### config.mk
export PLATFORM = sky130hd
export DESIGN_NAME = wspr_symbol_sequencer
export DESIGN_NICKNAME = d
export VERILOG_FILES = /design/src/rtl/wspr_symbol_sequencer.sv
export SDC_FILE = /design/constraint.sdc
export NUM_CORES = 1
export LEC_CHECK = 0
export ABC_AREA = 1
export CORE_ASPECT_RATIO = 0.6
export CORE_MARGIN = 5
export CORE_UTILIZATION = 27
export CTS_CLUSTER_DIAMETER = 200
export CTS_CLUSTER_SIZE = 20
export DETAILED_ROUTE_END_ITERATION = 10
export GPL_ROUTABILITY_DRIVEN = 0
export SKIP_LAST_GASP = 1
export SYNTH_ARGS = -nofsm -noshare
export SYNTH_HDL_FRONTEND = slang
export SYNTH_SLANG_ARGS = --single-unit
export TNS_END_PERCENT = 30
### constraint.sdc
create_clock -name clk25MHz -period 5.4 [get_ports clk25MHz]
set_clock_uncertainty 0.05 [all_clocks]
set_input_delay 0.81 -clock clk25MHz [delete_from_list [all_inputs] [get_ports clk25MHz]]
set_output_delay 0.81 -clock clk25MHz [all_outputs]
set_load 0.05 [all_outputs]
### src/rtl/wspr_symbol_sequencer.sv
// WSPR symbol sequencer: steps a stored 4-FSK symbol list into NCO tuning words,
// one symbol per PPS-calibrated period, starting on the PPS edge after arming.
module wspr_symbol_sequencer #(
    parameter int NUM_SYMBOLS = 162,
    parameter int ADDR_W      = 8
) (
    input  logic              clk25MHz,
    input  logic              nReset,
    input  logic              symWrEn,
    input  logic [ADDR_W-1:0] symWrAddr,
    input  logic [1:0]        symWrData,
    input  logic [31:0]       baseWord,
    input  logic [31:0]       toneStep,
    input  logic [31:0]       periodClocks,
    input  logic              arm,
    input  logic              abort,
    input  logic              ppsEdge,
    output logic [31:0]       tuningWord,
    output logic              txActive,
    output logic              armed,
    output logic [ADDR_W-1:0] symbolIndex,
    output logic              txDone
);

    typedef enum logic [1:0] {
        S_IDLE  = 2'd0,
        S_ARMED = 2'd1,
        S_TX    = 2'd2
    } state_t;

    localparam logic [ADDR_W:0]   NUM_SYM_W = NUM_SYMBOLS[ADDR_W:0];
    localparam logic [ADDR_W-1:0] LAST_IDX  = ADDR_W'(NUM_SYMBOLS - 1);

    // sym*step for a 2-bit tone, built from at most two shifted adds
    function automatic logic [31:0] tone_offset(input logic [1:0] sym, input logic [31:0] step);
        logic [31:0] v_lo;
        logic [31:0] v_hi;
        v_lo = sym[0] ? step : 32'd0;
        v_hi = sym[1] ? {step[30:0], 1'b0} : 32'd0;
        return v_lo + v_hi;
    endfunction

    state_t             r_state;
    state_t             w_next_state;
    logic [31:0]        r_base;
    logic [31:0]        r_step;
    logic [31:0]        r_period;
    logic [31:0]        r_cnt;
    logic [ADDR_W-1:0]  r_idx;
    logic               r_fin;
    logic [1:0]         r_mem [2**ADDR_W];

    logic               w_term;
    logic               w_last;
    logic               w_tx_start;
    logic               w_finish;
    logic               w_run;
    logic               w_wr_ok;
    logic [1:0]         w_sym;
    logic [31:0]        w_word;

    // Decode of counter terminal count, start/finish conditions and the next tuning word
    always_comb begin
        w_term     = (r_cnt == (r_period - 32'd1));
        w_last     = (r_idx == LAST_IDX);
        w_tx_start = (r_state == S_ARMED) && ppsEdge && !abort;
        w_run      = (r_state == S_TX) && !abort;
        w_finish   = w_run && w_term && w_last;
        w_sym      = r_mem[r_idx];
        w_word     = r_base + tone_offset(w_sym, r_step);
        w_wr_ok    = symWrEn && !txActive && (r_state != S_TX)
                     && ({1'b0, symWrAddr} < NUM_SYM_W);
    end

    // State register
    always_ff @(posedge clk25MHz or negedge nReset) begin
        if (!nReset) begin
            r_state <= S_IDLE;
        end else begin
            r_state <= w_next_state;
        end
    end

    // Next-state logic; abort always takes priority over arm and PPS
    always_comb begin
        w_next_state = r_state;
        case (r_state)
            S_IDLE: begin
                if (arm && !abort) begin
                    w_next_state = S_ARMED;
                end else begin
                    w_next_state = S_IDLE;
                end
            end
            S_ARMED: begin
                if (abort) begin
                    w_next_state = S_IDLE;
                end else if (ppsEdge) begin
                    w_next_state = S_TX;
                end else begin
                    w_next_state = S_ARMED;
                end
            end
            S_TX: begin
                if (abort || (w_term && w_last)) begin
                    w_next_state = S_IDLE;
                end else begin
                    w_next_state = S_TX;
                end
            end
            default: begin
                w_next_state = S_IDLE;
            end
        endcase
    end

    // Shadow registers, period counter and symbol index
    always_ff @(posedge clk25MHz or negedge nReset) begin
        if (!nReset) begin
            r_base   <= 32'd0;
            r_step   <= 32'd0;
            r_period <= 32'd0;
            r_cnt    <= 32'd0;
            r_idx    <= '0;
        end else if (w_tx_start) begin
            r_base   <= baseWord;
            r_step   <= toneStep;
            r_period <= (periodClocks == 32'd0) ? 32'd1 : periodClocks;
            r_cnt    <= 32'd0;
            r_idx    <= '0;
        end else if (w_run) begin
            if (w_term) begin
                r_cnt <= 32'd0;
                r_idx <= w_last ? '0 : r_idx + 1'b1;
            end else begin
                r_cnt <= r_cnt + 32'd1;
            end
        end else begin
            r_cnt <= 32'd0;
            r_idx <= '0;
        end
    end

    // Registered outputs; they trail the counter by one cycle so every symbol,
    // including the last, is held for exactly one full period
    always_ff @(posedge clk25MHz or negedge nReset) begin
        if (!nReset) begin
            tuningWord  <= 32'd0;
            txActive    <= 1'b0;
            armed       <= 1'b0;
            symbolIndex <= '0;
            txDone      <= 1'b0;
            r_fin       <= 1'b0;
        end else begin
            armed <= (w_next_state == S_ARMED);
            r_fin <= w_finish;
            if (w_run) begin
                tuningWord  <= w_word;
                txActive    <= 1'b1;
                symbolIndex <= r_idx;
                txDone      <= 1'b0;
            end else begin
                tuningWord  <= 32'd0;
                txActive    <= 1'b0;
                symbolIndex <= '0;
                txDone      <= r_fin;
            end
        end
    end

    // Symbol RAM: not reset, locked while a transmission is in progress
    always_ff @(posedge clk25MHz) begin
        if (w_wr_ok) begin
            r_mem[symWrAddr] <= symWrData;
        end
    end

endmodule

==> results_dict.tcl <==
set metrics [dict create \
    status "completed" \
    total_power_mw 15.1 \
    min_path_type "in2async" \
    syn_to_final_growth_pct 17.7 \
    start_util_pct 27.1 \
    drcViolationCount 0 \
    internal_power_mw 9.70 \
    htree_levels 2 \
    synth_fa_ha_area_share_pct 3.29 \
    max_slew_margin_pct 28.2 \
    drv_slew 0 \
    ys_seq_area_share_pct 62.0 \
    finalSetupViolations 0 \
    drt_iter0_drc 2649 \
    nNetsFinal 3666 \
    clock_path_buffers 3 \
    worst_pin_slew_ns 1.08 \
    synth_edf_count 512 \
    synth_top_area_share_pct 47.8 \
    num_io_pins 155 \
    clock-sinks 694 \
    grt_pass1_vias 21900 \
    netlist_top_cells_area "edfxtp_1 48%, dfrtp_1 14%, nor2_1 7.8%" \
    num-fill-cells 12300 \
    gr-total-overflow 0 \
    syn_inst 3174 \
    synth-compound-area-share_pct 6.38 \
    fin_tns_setup_ns 0 \
    max_stage_delay_ns 0.58 \
    path_common_cell "nand2_1" \
    clkTransAtPathRegs_ns 0.10 \
    ys_warn_count 0 \
    synth_area_mm2 0.0321 \
    avgRoutedWirePerCell_um 16.8 \
    power.density_mw_per_mm2 400 \
    ys.flop_type "edfxtp_1" \
    ant_nets 0 \
    slowest_stage "dfrtp_4" \
    drt_pass1_iterations 7 \
    pwr-share-seq_pct 44.0 \
    via_count 23100 \
    crit_path_start_kind "register" \
    rsz0062_at_grt "yes" \
    syn_avg_cell_area_um2 10.1 \
    grt_usage_pct 13.2 \
    synth-simple-area-share_pct 19.3 \
    critPathCaptureType "register" \
    wirelength_um 86000 \
    cts_tree "done" \
    die_h_um 277 \
    port_buffers 154 \
    synthMuxAreaShare_pct 2.07 \
    pwr-share-comb_pct 35.0 \
    core_region_area_mm2 0.119 \
    irDropWorstVdd_uv 282 \
    row_count 98 \
    cp.arrival_ns 5.58 \
    synth_top_family_by_area "simple AND/OR/NAND/NOR gates" \
    grt_pass1_wl_um 132000 \
    ys_ff_latch 694 \
    max_freq_mhz 194 \
    die_area_mm2 0.126 \
    clock_latency_ns 0.61 \
    path_class "reg2reg" \
    synthTopCellsByCount "671 x nor2_1, 561 x nand2_1, 512 x edfxtp_1" \
    dpl.hpwl_um 57800 \
    power_switching_mw 5.43 \
    grt_max_degree 140 \
    clockPowerShare_pct 21.0 \
    viasPerCell 4.52 \
    antenna_found_initial 1 \
    drive_above_1_share_pct 6.47 \
    synth_cell_types 47 \
    yosys.cell_count.top_type "nor2_1" \
    hold_violations 0 \
    cellLeakagePower_nw 14.6 \
    numCtsBuffers 40 \
    fin_cells 5108 \
    antennaDiodeCount 0 \
    crit_fanout 23 \
    die_width_um 455 \
    crit_required_ns 5.82 \
    switching_share_pct 35.9 \
    cap_violations 0 \
    synthArstFlopShare_pct 26.2 \
    fin_crit_ns 5.16 \
    root_buffer "clkbuf_16" \
    synth-xor-area-share_pct 2.53 \
    numPlacedInstances 5042 \
    synth_top_area_cell "edfxtp_1" \
    min_period_over_period_pct 95.6 \
]
path summary, 6_finish.rpt:
| kind | startpoint | end | slack, ns | depth (start not counted) |
|---|---|---|---|---|
| max reg2reg | r_idx[0] | tuningWord[27] | 0.24 | 33 |
| max in group asynchronous | nReset | r_step[27] | 4.01 | 2 |
| max | r_idx[0] | tuningWord[27] | 0.24 | 33 |
| min | nReset | r_cnt[28] | 0.21 | 1 |
| min in group clk25MHz | r_fin | txDone | 0.43 | 2 |
| min reg2reg | r_fin | txDone | 0.43 | 2 |
final cells by class:
| type | instances | area, um2 | share of cell area [%] |
|---|---|---|---|
| multi-input cells | 2311 | 11600 | 30.6 |
| flip-flops and latches | 694 | 19900 | 52.7 |
| inverters | 211 | 811 | 2.14 |
| clock inverters | 3 | 33.8 | 0.0893 |
| well taps | 1600 | 2000 | 5.29 |
| clock buffers | 59 | 1070 | 2.83 |
| repair buffers | 230 | 2410 | 6.37 |
registers in the layout, summed over array words and instances, names as in the netlist:
| name | flops |
|---|---|
| r_mem | 512 |
| r_base | 32 |
| r_cnt | 32 |
| r_period | 32 |
| r_step | 32 |
| tuningWord | 32 |
| r_idx | 8 |
| symbolIndex | 8 |
| r_state | 2 |
| armed | 1 |
| r_fin | 1 |
| txActive | 1 |
| txDone | 1 |
layer usage:
layer	track usage, %	vias to the layer above	share of wire, %	routed length (um)
met5	0	-	0	0
met4	2.40	0	1.5	1320
met3	2.21	76	7.5	6490
li1	-	11100	-	-
met1	21.3	11300	50	43200
met2	18.3	714	41	35000
repair_timing:
| action | 4_1_cts | 5_1_grt |
|---|---|---|
| resized for setup | 3 | 34 |
| setup buffers | 0 | 4 |
| hold buffers | 0 | 0 |
| hold endpoints to repair | 0 | 0 |
| setup endpoints to repair | 5 | 14 |
| pin swaps | 0 | 3 |
cells by family (layout without fill, tap and decap cells):
family / count (synthesis) / after routing
AOI/OAI and AO/OA: 382 / 382
xor gates and xnor gates: 93 / 93
adders and majority gates: 66 / 66
buffers and inverters: 356 / 503
DFF: 694 / 694
muxes: 59 / 59
other: 1 / 188
and+or+nand+nor: 1523 / 1523
stage by stage:
step	hold WS, ns	area [um2]	utilization (%)	worst slack (ns)
finish	0.211	37800	31.9	0.240
floorplan	0.363	32800	-	0.594
CTS	0.223	37700	31.8	-0.0118
detailed placement	0.416	36600	30.8	-0.0552
global placement	0.422	36600	30.8	-0.0287
global route	0.265	37800	31.9	-0.0487
power groups by stage:
| stage | registers, mW | logic (mW) | clock network [mW] |
|---|---|---|---|
| after global routing | 6.73 | 5.94 | 3.47 |
| after floorplan | 6.86 | 3.37 | 0 |
| after detailed placement | 6.78 | 5.13 | 0 |
| after global placement | 6.77 | 5.07 | 0 |
| after CTS | 6.66 | 5.17 | 3.27 |
| final | 6.65 | 5.30 | 3.17 |
cells in the final DEF (no fill, tap or decap), types with 67 or more instances in the layout:
cell / count
nor2_1: 666
nand2_1: 557
edfxtp_1: 512
inv_1: 202
nand3_1: 197
o21ai_0: 190
conb_1: 188
dfrtp_1: 179
clkdlybuf4s50_1: 151
a21oi_1: 115
xor2_1: 67
critical path: cells and delay by family, from the launching register on:
family / cells / cell delay, ns
AO/OA/AOI/OAI: 3 / 0.36
AND/OR/NAND/NOR: 20 / 1.85
adder cells (fa/ha/maj): 3 / 1.12
buffers and inverters: 6 / 0.87
flip-flops: 1 / 0.58
XOR/XNOR: 1 / 0.14
Power figures use the tool's default switching activity.
